**src/rtl/muldiv_pkg.sv**
```systemverilog
// Shared definitions for the execute-stage RV32M multiply/divide unit.
//   XLEN                 operand/result width (iteration count of both engines)
//   MD_*                 funct3 operation codes
//   state_t              top-level FSM encoding
//   DIV_ZERO_Q, INT_MIN  constants for the divide special cases
//   mag(), mul_pick()    sign/magnitude helpers shared by the slow and fast paths
package muldiv_pkg;

  localparam int XLEN = 32;

  localparam logic [2:0] MD_MUL    = 3'b000;
  localparam logic [2:0] MD_MULH   = 3'b001;
  localparam logic [2:0] MD_MULHSU = 3'b010;
  localparam logic [2:0] MD_MULHU  = 3'b011;
  localparam logic [2:0] MD_DIV    = 3'b100;
  localparam logic [2:0] MD_DIVU   = 3'b101;
  localparam logic [2:0] MD_REM    = 3'b110;
  localparam logic [2:0] MD_REMU   = 3'b111;

  typedef enum logic [1:0] {
    ST_IDLE = 2'd0,
    ST_MUL  = 2'd1,
    ST_DIV  = 2'd2,
    ST_DONE = 2'd3
  } state_t;

  localparam logic [XLEN-1:0] DIV_ZERO_Q = {XLEN{1'b1}};
  localparam logic [XLEN-1:0] INT_MIN    = {1'b1, {(XLEN-1){1'b0}}};

  // Magnitude of v when it is to be treated as a negative signed value.
  function automatic logic [XLEN-1:0] mag(input logic [XLEN-1:0] v, input logic neg);
    return neg ? -v : v;
  endfunction

  // Apply the product sign, then pick the low word (MUL) or high word (MULH*).
  function automatic logic [XLEN-1:0] mul_pick(input logic [2*XLEN-1:0] p,
                                               input logic              neg,
                                               input logic [2:0]        op);
    logic [2*XLEN-1:0] s;
    s = neg ? -p : p;
    return (op == MD_MUL) ? s[XLEN-1:0] : s[2*XLEN-1:XLEN];
  endfunction

endpackage

```
**src/rtl/execute_muldiv_unit_if.sv**
```systemverilog
// Handshake/operand bundle between the execute stage and the mul/div unit.
//   start, funct3, SrcAE, SrcBE, kill : request side (master drives)
//   busy, done, result                : response side (slave drives)
interface execute_muldiv_unit_if;
  import muldiv_pkg::*;

  logic            start;
  logic [2:0]      funct3;
  logic [XLEN-1:0] SrcAE;
  logic [XLEN-1:0] SrcBE;
  logic            kill;
  logic            busy;
  logic            done;
  logic [XLEN-1:0] result;

  modport master (output start, funct3, SrcAE, SrcBE, kill,
                  input  busy, done, result);
  modport slave  (input  start, funct3, SrcAE, SrcBE, kill,
                  output busy, done, result);
endinterface

```
**src/rtl/muldiv_div_core.sv**
```systemverilog
// Restoring divider datapath on unsigned magnitudes, one quotient bit per step.
//   clk, rst_n      clock, async active-low reset
//   i_load          capture dividend/divisor and clear the partial remainder
//   i_step          perform one restoring step
//   i_dividend/i_divisor  magnitudes to divide
//   o_quot_next/o_rem_next  values the registers take on the next step, so the
//                           caller can capture the final result on the last step edge
module muldiv_div_core #(
  parameter int W = 32
) (
  input  logic         clk,
  input  logic         rst_n,
  input  logic         i_load,
  input  logic         i_step,
  input  logic [W-1:0] i_dividend,
  input  logic [W-1:0] i_divisor,
  output logic [W-1:0] o_quot_next,
  output logic [W-1:0] o_rem_next
);

  logic [W-1:0] r_quo;
  logic [W-1:0] r_rem;
  logic [W-1:0] r_dsr;

  logic [W:0] w_shift;
  logic [W:0] w_diff;
  logic       w_fit;

  // Dividend bits shift out of the top of r_quo while quotient bits fill the bottom.
  assign w_shift     = {r_rem, r_quo[W-1]};
  assign w_diff      = w_shift - {1'b0, r_dsr};
  assign w_fit       = ~w_diff[W];
  assign o_rem_next  = w_fit ? w_diff[W-1:0] : w_shift[W-1:0];
  assign o_quot_next = {r_quo[W-2:0], w_fit};

  always_ff @(posedge clk or negedge rst_n) begin
    if (!rst_n) begin
      r_quo <= '0;
      r_rem <= '0;
      r_dsr <= '0;
    end else if (i_load) begin
      r_quo <= i_dividend;
      r_rem <= '0;
      r_dsr <= i_divisor;
    end else if (i_step) begin
      r_quo <= o_quot_next;
      r_rem <= o_rem_next;
    end
  end

endmodule

```
**src/rtl/execute_muldiv_unit.sv**
```systemverilog
// Iterative RV32M multiply/divide unit for the execute stage.
//   clk, rst_n : clock, async active-low reset
//   bus        : execute_muldiv_unit_if.slave (start/funct3/SrcAE/SrcBE/kill in,
//                busy/done/result out)
// Build option MULDIV_FAST_MUL_EN: multiplies use one combinational XLEN x XLEN
// multiply at acceptance and finish the next cycle; divides are unaffected.
//
// state   | meaning
// --------+-------------------------------------------------------------
// ST_IDLE | waiting for start; the only state that accepts a request
// ST_MUL  | shift-add multiply, one multiplier bit per cycle
// ST_DIV  | restoring divide in muldiv_div_core, one quotient bit per cycle
// ST_DONE | done pulse and fresh result; busy still high, back to IDLE
module execute_muldiv_unit
  import muldiv_pkg::*;
(
  input  logic                 clk,
  input  logic                 rst_n,
  execute_muldiv_unit_if.slave bus
);

  localparam int CNT_W = $clog2(XLEN);

  state_t            r_state;
  logic              r_busy;
  logic              r_done;
  logic [XLEN-1:0]   r_result;
  logic [2:0]        r_op;
  logic              r_neg;       // product / quotient sign
  logic              r_neg_rem;   // remainder follows the dividend sign
  logic [CNT_W-1:0]  r_cnt;
  logic [2*XLEN-1:0] r_prod;      // {accumulator, remaining multiplier bits}
  logic [XLEN-1:0]   r_mcand;

  logic              w_is_div;
  logic              w_sign_a;
  logic              w_sign_b;
  logic              w_div_zero;
  logic              w_div_ovf;
  logic              w_special;
  logic              w_accept;
  logic [XLEN-1:0]   w_mag_a;
  logic [XLEN-1:0]   w_mag_b;
  logic [XLEN-1:0]   w_special_res;
  logic [XLEN-1:0]   w_quot_next;
  logic [XLEN-1:0]   w_rem_next;
  logic [XLEN-1:0]   w_div_res;
  logic [XLEN-1:0]   w_mul_res;
  logic [XLEN:0]     w_mul_sum;
  logic [2*XLEN-1:0] w_prod_next;

  assign w_is_div = bus.funct3[2];
  assign w_sign_a = bus.SrcAE[XLEN-1] &&
                    (bus.funct3 inside {MD_MULH, MD_MULHSU, MD_DIV, MD_REM});
  assign w_sign_b = bus.SrcBE[XLEN-1] &&
                    (bus.funct3 inside {MD_MULH, MD_DIV, MD_REM});
  assign w_mag_a  = mag(bus.SrcAE, w_sign_a);
  assign w_mag_b  = mag(bus.SrcBE, w_sign_b);

  assign w_div_zero = w_is_div && (bus.SrcBE == '0);
  assign w_div_ovf  = (bus.funct3 inside {MD_DIV, MD_REM}) &&
                      (bus.SrcAE == INT_MIN) && (bus.SrcBE == DIV_ZERO_Q);
  assign w_special  = w_div_zero || w_div_ovf;
  assign w_accept   = (r_state == ST_IDLE) && bus.start && !bus.kill;

  // funct3[1] distinguishes REM/REMU from DIV/DIVU.
  always_comb begin
    w_special_res = '0;
    if (w_div_zero)
      w_special_res = bus.funct3[1] ? bus.SrcAE : DIV_ZERO_Q;
    else if (w_div_ovf)
      w_special_res = bus.funct3[1] ? '0 : INT_MIN;
  end

  // One shift-add step: conditionally add the multiplicand into the upper half,
  // then shift the whole product right keeping the carry.
  assign w_mul_sum   = {1'b0, r_prod[2*XLEN-1:XLEN]} +
                       {1'b0, (r_prod[0] ? r_mcand : {XLEN{1'b0}})};
  assign w_prod_next = {w_mul_sum, r_prod[XLEN-1:1]};
  assign w_mul_res   = mul_pick(w_prod_next, r_neg, r_op);

  assign w_div_res = r_op[1] ? (r_neg_rem ? -w_rem_next  : w_rem_next)
                             : (r_neg     ? -w_quot_next : w_quot_next);

`ifdef MULDIV_FAST_MUL_EN
  logic [2*XLEN-1:0] w_fast_prod;
  assign w_fast_prod = {{XLEN{1'b0}}, w_mag_a} * {{XLEN{1'b0}}, w_mag_b};
`endif

  muldiv_div_core #(.W(XLEN)) u_div_core (
    .clk         (clk),
    .rst_n       (rst_n),
    .i_load      (w_accept && w_is_div && !w_special),
    .i_step      ((r_state == ST_DIV) && !bus.kill),
    .i_dividend  (w_mag_a),
    .i_divisor   (w_mag_b),
    .o_quot_next (w_quot_next),
    .o_rem_next  (w_rem_next)
  );

  always_ff @(posedge clk or negedge rst_n) begin
    if (!rst_n) begin
      r_state   <= ST_IDLE;
      r_busy    <= 1'b0;
      r_done    <= 1'b0;
      r_result  <= '0;
      r_op      <= '0;
      r_neg     <= 1'b0;
      r_neg_rem <= 1'b0;
      r_cnt     <= '0;
      r_prod    <= '0;
      r_mcand   <= '0;
    end else begin
      r_done <= 1'b0;
      case (r_state)
        ST_IDLE: begin
          if (w_accept) begin
            r_busy    <= 1'b1;
            r_op      <= bus.funct3;
            r_neg     <= w_sign_a ^ w_sign_b;
            r_neg_rem <= w_sign_a;
            r_cnt     <= CNT_W'(XLEN - 1);
            r_prod    <= {{XLEN{1'b0}}, w_mag_b};
            r_mcand   <= w_mag_a;
            if (w_special) begin
              r_state  <= ST_DONE;
              r_done   <= 1'b1;
              r_result <= w_special_res;
            end else if (w_is_div) begin
              r_state <= ST_DIV;
            end else begin
`ifdef MULDIV_FAST_MUL_EN
              r_state  <= ST_DONE;
              r_done   <= 1'b1;
              r_result <= mul_pick(w_fast_prod, w_sign_a ^ w_sign_b, bus.funct3);
`else
              r_state <= ST_MUL;
`endif
            end
          end
        end
        ST_MUL: begin
          if (bus.kill) begin
            r_state <= ST_IDLE;
            r_busy  <= 1'b0;
          end else begin
            r_prod <= w_prod_next;
            if (r_cnt == '0) begin
              r_state  <= ST_DONE;
              r_done   <= 1'b1;
              r_result <= w_mul_res;
            end else begin
              r_cnt <= r_cnt - 1'b1;
            end
          end
        end
        ST_DIV: begin
          if (bus.kill) begin
            r_state <= ST_IDLE;
            r_busy  <= 1'b0;
          end else if (r_cnt == '0) begin
            r_state  <= ST_DONE;
            r_done   <= 1'b1;
            r_result <= w_div_res;
          end else begin
            r_cnt <= r_cnt - 1'b1;
          end
        end
        ST_DONE: begin
          r_state <= ST_IDLE;
          r_busy  <= 1'b0;
        end
        default: begin
          r_state <= ST_IDLE;
          r_busy  <= 1'b0;
        end
      endcase
    end
  end

  assign bus.busy   = r_busy;
  assign bus.done   = r_done;
  assign bus.result = r_result;

endmodule

```
**src/flat_wrapper.sv**
```systemverilog
// flat-port wrapper written by rule: the top's interface ports become plain ports
module execute_muldiv_unit_flat import muldiv_pkg::*;
  (clk, rst_n, bus_start, bus_funct3, bus_SrcAE, bus_SrcBE, bus_kill, bus_busy, bus_done, bus_result);
  execute_muldiv_unit_if bus_i ();
  input  logic clk;
  input  logic rst_n;
  input wire logic [$bits(bus_i.start)-1:0] bus_start;
  input wire logic [$bits(bus_i.funct3)-1:0] bus_funct3;
  input wire logic [$bits(bus_i.SrcAE)-1:0] bus_SrcAE;
  input wire logic [$bits(bus_i.SrcBE)-1:0] bus_SrcBE;
  input wire logic [$bits(bus_i.kill)-1:0] bus_kill;
  output wire logic [$bits(bus_i.busy)-1:0] bus_busy;
  output wire logic [$bits(bus_i.done)-1:0] bus_done;
  output wire logic [$bits(bus_i.result)-1:0] bus_result;
  assign bus_i.start = bus_start;
  assign bus_i.funct3 = bus_funct3;
  assign bus_i.SrcAE = bus_SrcAE;
  assign bus_i.SrcBE = bus_SrcBE;
  assign bus_i.kill = bus_kill;
  assign bus_busy = bus_i.busy;
  assign bus_done = bus_i.done;
  assign bus_result = bus_i.result;
  execute_muldiv_unit u_core (.clk(clk), .rst_n(rst_n), .bus(bus_i));
endmodule
```
**config.mk**
```make
export PLATFORM = sky130hd
export DESIGN_NAME = execute_muldiv_unit_flat
export DESIGN_NICKNAME = d
export VERILOG_FILES = /design/src/rtl/muldiv_pkg.sv /design/src/rtl/execute_muldiv_unit_if.sv /design/src/rtl/muldiv_div_core.sv /design/src/rtl/execute_muldiv_unit.sv /design/src/flat_wrapper.sv
export SDC_FILE = /design/constraint.sdc
export NUM_CORES = 1
export LEC_CHECK = 0
export ABC_CLOCK_PERIOD_IN_PS = 5700
export CORE_ASPECT_RATIO = 0.7
export CORE_MARGIN = 3
export CORE_UTILIZATION = 35
export DETAILED_ROUTE_END_ITERATION = 10
export HOLD_SLACK_MARGIN = 0.08
export PLACE_DENSITY_LB_ADDON = 0.05
export SYNTH_ARGS = -nofsm -noshare
export SYNTH_HDL_FRONTEND = slang
export SYNTH_SLANG_ARGS = --single-unit
export TNS_END_PERCENT = 50
```
**constraint.sdc**
```tcl
create_clock -name clk -period 5.7 [get_ports clk]
set_clock_uncertainty 0.1 [all_clocks]
set_input_delay 1.14 -clock clk [delete_from_list [all_inputs] [get_ports clk]]
set_output_delay 1.14 -clock clk [all_outputs]
set_load 0.005 [all_outputs]
```
==> results.md <==
* Initial Util at a little over a third
* CP startpoint kind: register
* Max Fclk at between 150 and 200 MHz
* Final ANT Viol Nets at 0
* Syn_nets at 2786
* TritonCTS clock tree: done
* Leak at 9.56 nW
* GRT Residual Overflow at 0
* Number of library cell types mapped by synthesis at 99
* Total track usage at around 29%
* Most frequent cells in the layout: nand2_1 (297), o21ai_0 (269), dfrtp_1 (236), nor2_1 (201), a21oi_1 (164)
* Synth Register Bits at approximately 240
* Fin area at ~24000 um2
* Hold Crit Class: reg2reg
* Power per cell area at approximately 760 nW/um2
* Post-Syn Area at roughly 21000 um2
* Share of async-settable or async-resettable flops after synthesis at between 90% and 100%
* Final Critical Period at around 5.4 ns
* Final-report setup violation count at 0
* Fin. max-slew vios at 0
* Placed Area at 22900 um2
* Dpl hpwl at ~74000 um
* DR iter-0 viols at 2461
* Area growth from synthesis to layout at 15.9%
* Share of cells above drive strength 1 at under 10%
* Outcome: finished clean
* RSZ-0062 raised after global routing: no
* Post-synthesis sequential area ratio at about 29%
* Total negative slack at 0 ns
* Longest Clk Path Bufs at 3
* CP Max Fanout at 11
* Drt drc at 0
* Vias in the first global route at ~20000
* Antenna violations before repair at 8
* Die Ht at roughly 210 um
* # IOs at 105
* CTS Buf Count at 30
* First-pass GRT wire length at around 140000 um
* Final Hold Viols at 0
* Max H-tree Level at 1
* Worst slew pin tran at ~1.2 ns
* WL per Instance at approximately 27 um
* Layout Nets at about 2900
* Most common cell after layout, fill and taps aside: nand2_1
* DR vias at roughly 22000
* Max Cap Viol at 0
* Post-Route WL at 93400 um
* Critical path class: reg2reg
* Number of synthesized flops with an enable pin at 0
* Reg clk slew, reported paths at approximately 0.07 ns
* Dominant synthesized flop cell: dfrtp_1
* Worst Path Required at just over 6 ns
* Vias per inst at a little over 6
* Slew margin rel. at roughly 21%
* Worst-Skew Late Latency at slightly below 0.6 ns
* Period utilisation layout at between 90% and 100%
* Largest net degree at the start of global routing at around 100
* Root Buffer: clkbuf_16
* Gate Count Post-Synth at 2636
* First drt pass iteration count at 7
* Clk sinks at about 240
* Routability cong. at roughly 0.96
* Arrival time worst endpoint at 5.77 ns
* Die ar. at roughly 62000 um2
* Crit end category: register
* Post-route core utilization at 41.6%
* Core ar. at around 58000 um2
* Yosys warns at 0
* Avg Cell Area, Syn at 7.87 um2
* VDD IR max at 0.347 mV
* Die Width at 297 um
* # port buffers at roughly 100
* Cell row count at 73
==> metrics by stage <==
step                hold WS, ns  std cells  setup slack (ns)  total power, mW
floorplan                 0.342       2636             0.249             11.4
global placement          0.356       3462             0.232             15.8
detailed placement        0.370       3462             0.205             15.8
CTS                       0.383       3518             0.240             18.0
global route              0.401       3518            0.0474             19.5
finish                    0.377       3520             0.305             18.3
==> where the power goes <==
part	internal (mW)	switching, mW	leakage (nW)
logic	4.40	8.26	6.03
registers	2.45	1.06	3.01
clock network	1.25	0.871	0.517
total	8.10	10.2	9.56
==> worst max-delay path: stages (launching register included) <==
cell and delay [ns]:
dfrtp_1 0.45, inv_1 0.10, ha_1 0.24, fa_1 0.41, nor2b_1 0.23, o31a_1 0.26
o21ai_2 0.14, a21oi_2 0.30, nor3_4 0.09, nor2_8 0.21, inv_4 0.08, a21oi_1 0.19
ha_1 0.25, or4b_1 0.48, a211oi_1 0.26, mux2i_2 0.22, or4b_1 0.61, a41oi_1 0.26
o211ai_1 0.11, mux2_2 0.30
==> layout make-up <==
type                       instances  area, um2
tap                              787        985
fill                            5925      33700
inverter                          83        314
timing repair buffer             200       1800
clock inverter                    17        205
antenna                            2       5.00
clock buffer                      39        866
multi-input combinational       2154      13900
sequential                       238       5960
==> worst paths after layout <==
| path | from | end | slack [ns] | cells past startpoint |
|---|---|---|---|---|
| min in group asynchronous | rst_n | u_core.u_div_core.r_quo[21] | 0.43 | 1 |
| max in group asynchronous | rst_n | u_core.r_prod[0] | 3.92 | 2 |
| min reg2reg | u_core.u_div_core.r_dsr[13] | u_core.u_div_core.r_dsr[13] | 0.38 | 2 |
| max | u_core.u_div_core.r_quo[31] | u_core.bus.result[16] | 0.31 | 19 |
| min | u_core.u_div_core.r_dsr[13] | u_core.u_div_core.r_dsr[13] | 0.38 | 2 |
| max reg2reg | u_core.u_div_core.r_quo[31] | u_core.bus.result[16] | 0.31 | 19 |
==> synth_stat cells, types with 48 or more instances <==
cell | instances | area share, %
inv_1 | 81 | 1.5
o21ai_0 | 269 | 6.5
a21oi_1 | 164 | 4.0
a211oi_1 | 61 | 2.2
xor2_1 | 66 | 2.8
nand3_1 | 54 | 1.3
ha_1 | 77 | 4.6
and2_1 | 54 | 1.6
nor2_1 | 204 | 3.7
dfrtp_1 | 238 | 29
clkbuf_1 | 135 | 2.4
nand2_1 | 297 | 5.4
xnor2_1 | 104 | 4.4
o31ai_1 | 48 | 1.7
nor3_1 | 68 | 1.6
==> registers in the layout (all words and copies together), names as in the netlist <==
register and cells:
u_core.bus.result 32, u_core.u_div_core.r_dsr 32, u_core.r_mcand 32, u_core.r_neg 1, u_core.bus.done 1, u_core.u_div_core.r_quo 32
u_core.r_neg_rem 1, u_core.bus.busy 1, u_core.u_div_core.r_rem 32, u_core.r_state 2, u_core.r_cnt 5, u_core.r_prod 64
u_core.r_op 3
==> timing repair <==
item,in CTS,in global routing
endpoints found under the hold margin,0,0
resized for setup,0,4
setup endpoints to repair,0,4
setup buffers,0,0
hold buffers,0,0
==> routing by layer <==
layer / global-route usage, % / vias to the layer above / routed length [um]
met1: 46.3 / 10700 / 46800
met5: 0 / - / 0
met4: 3.59 / 0 / 1110
li1: - / 9900 / -
met2: 40.7 / 867 / 37400
met3: 5.73 / 61 / 8090
==> logic make-up (layout without fill, tap and decap cells) <==
logic type	Yosys count	count (layout)	share of synthesized area, %
XOR/XNOR	170	170	7.18
other	0	2	0
adder cells (fa/ha/maj)	79	79	4.84
buffers and inverters	244	339	4.52
AND/OR/NAND/NOR	917	917	21.8
flip-flops	238	238	28.7
multiplexers	74	74	3.81
AO/OA/AOI/OAI	914	914	29.1
(Power assumes the default switching activity.)
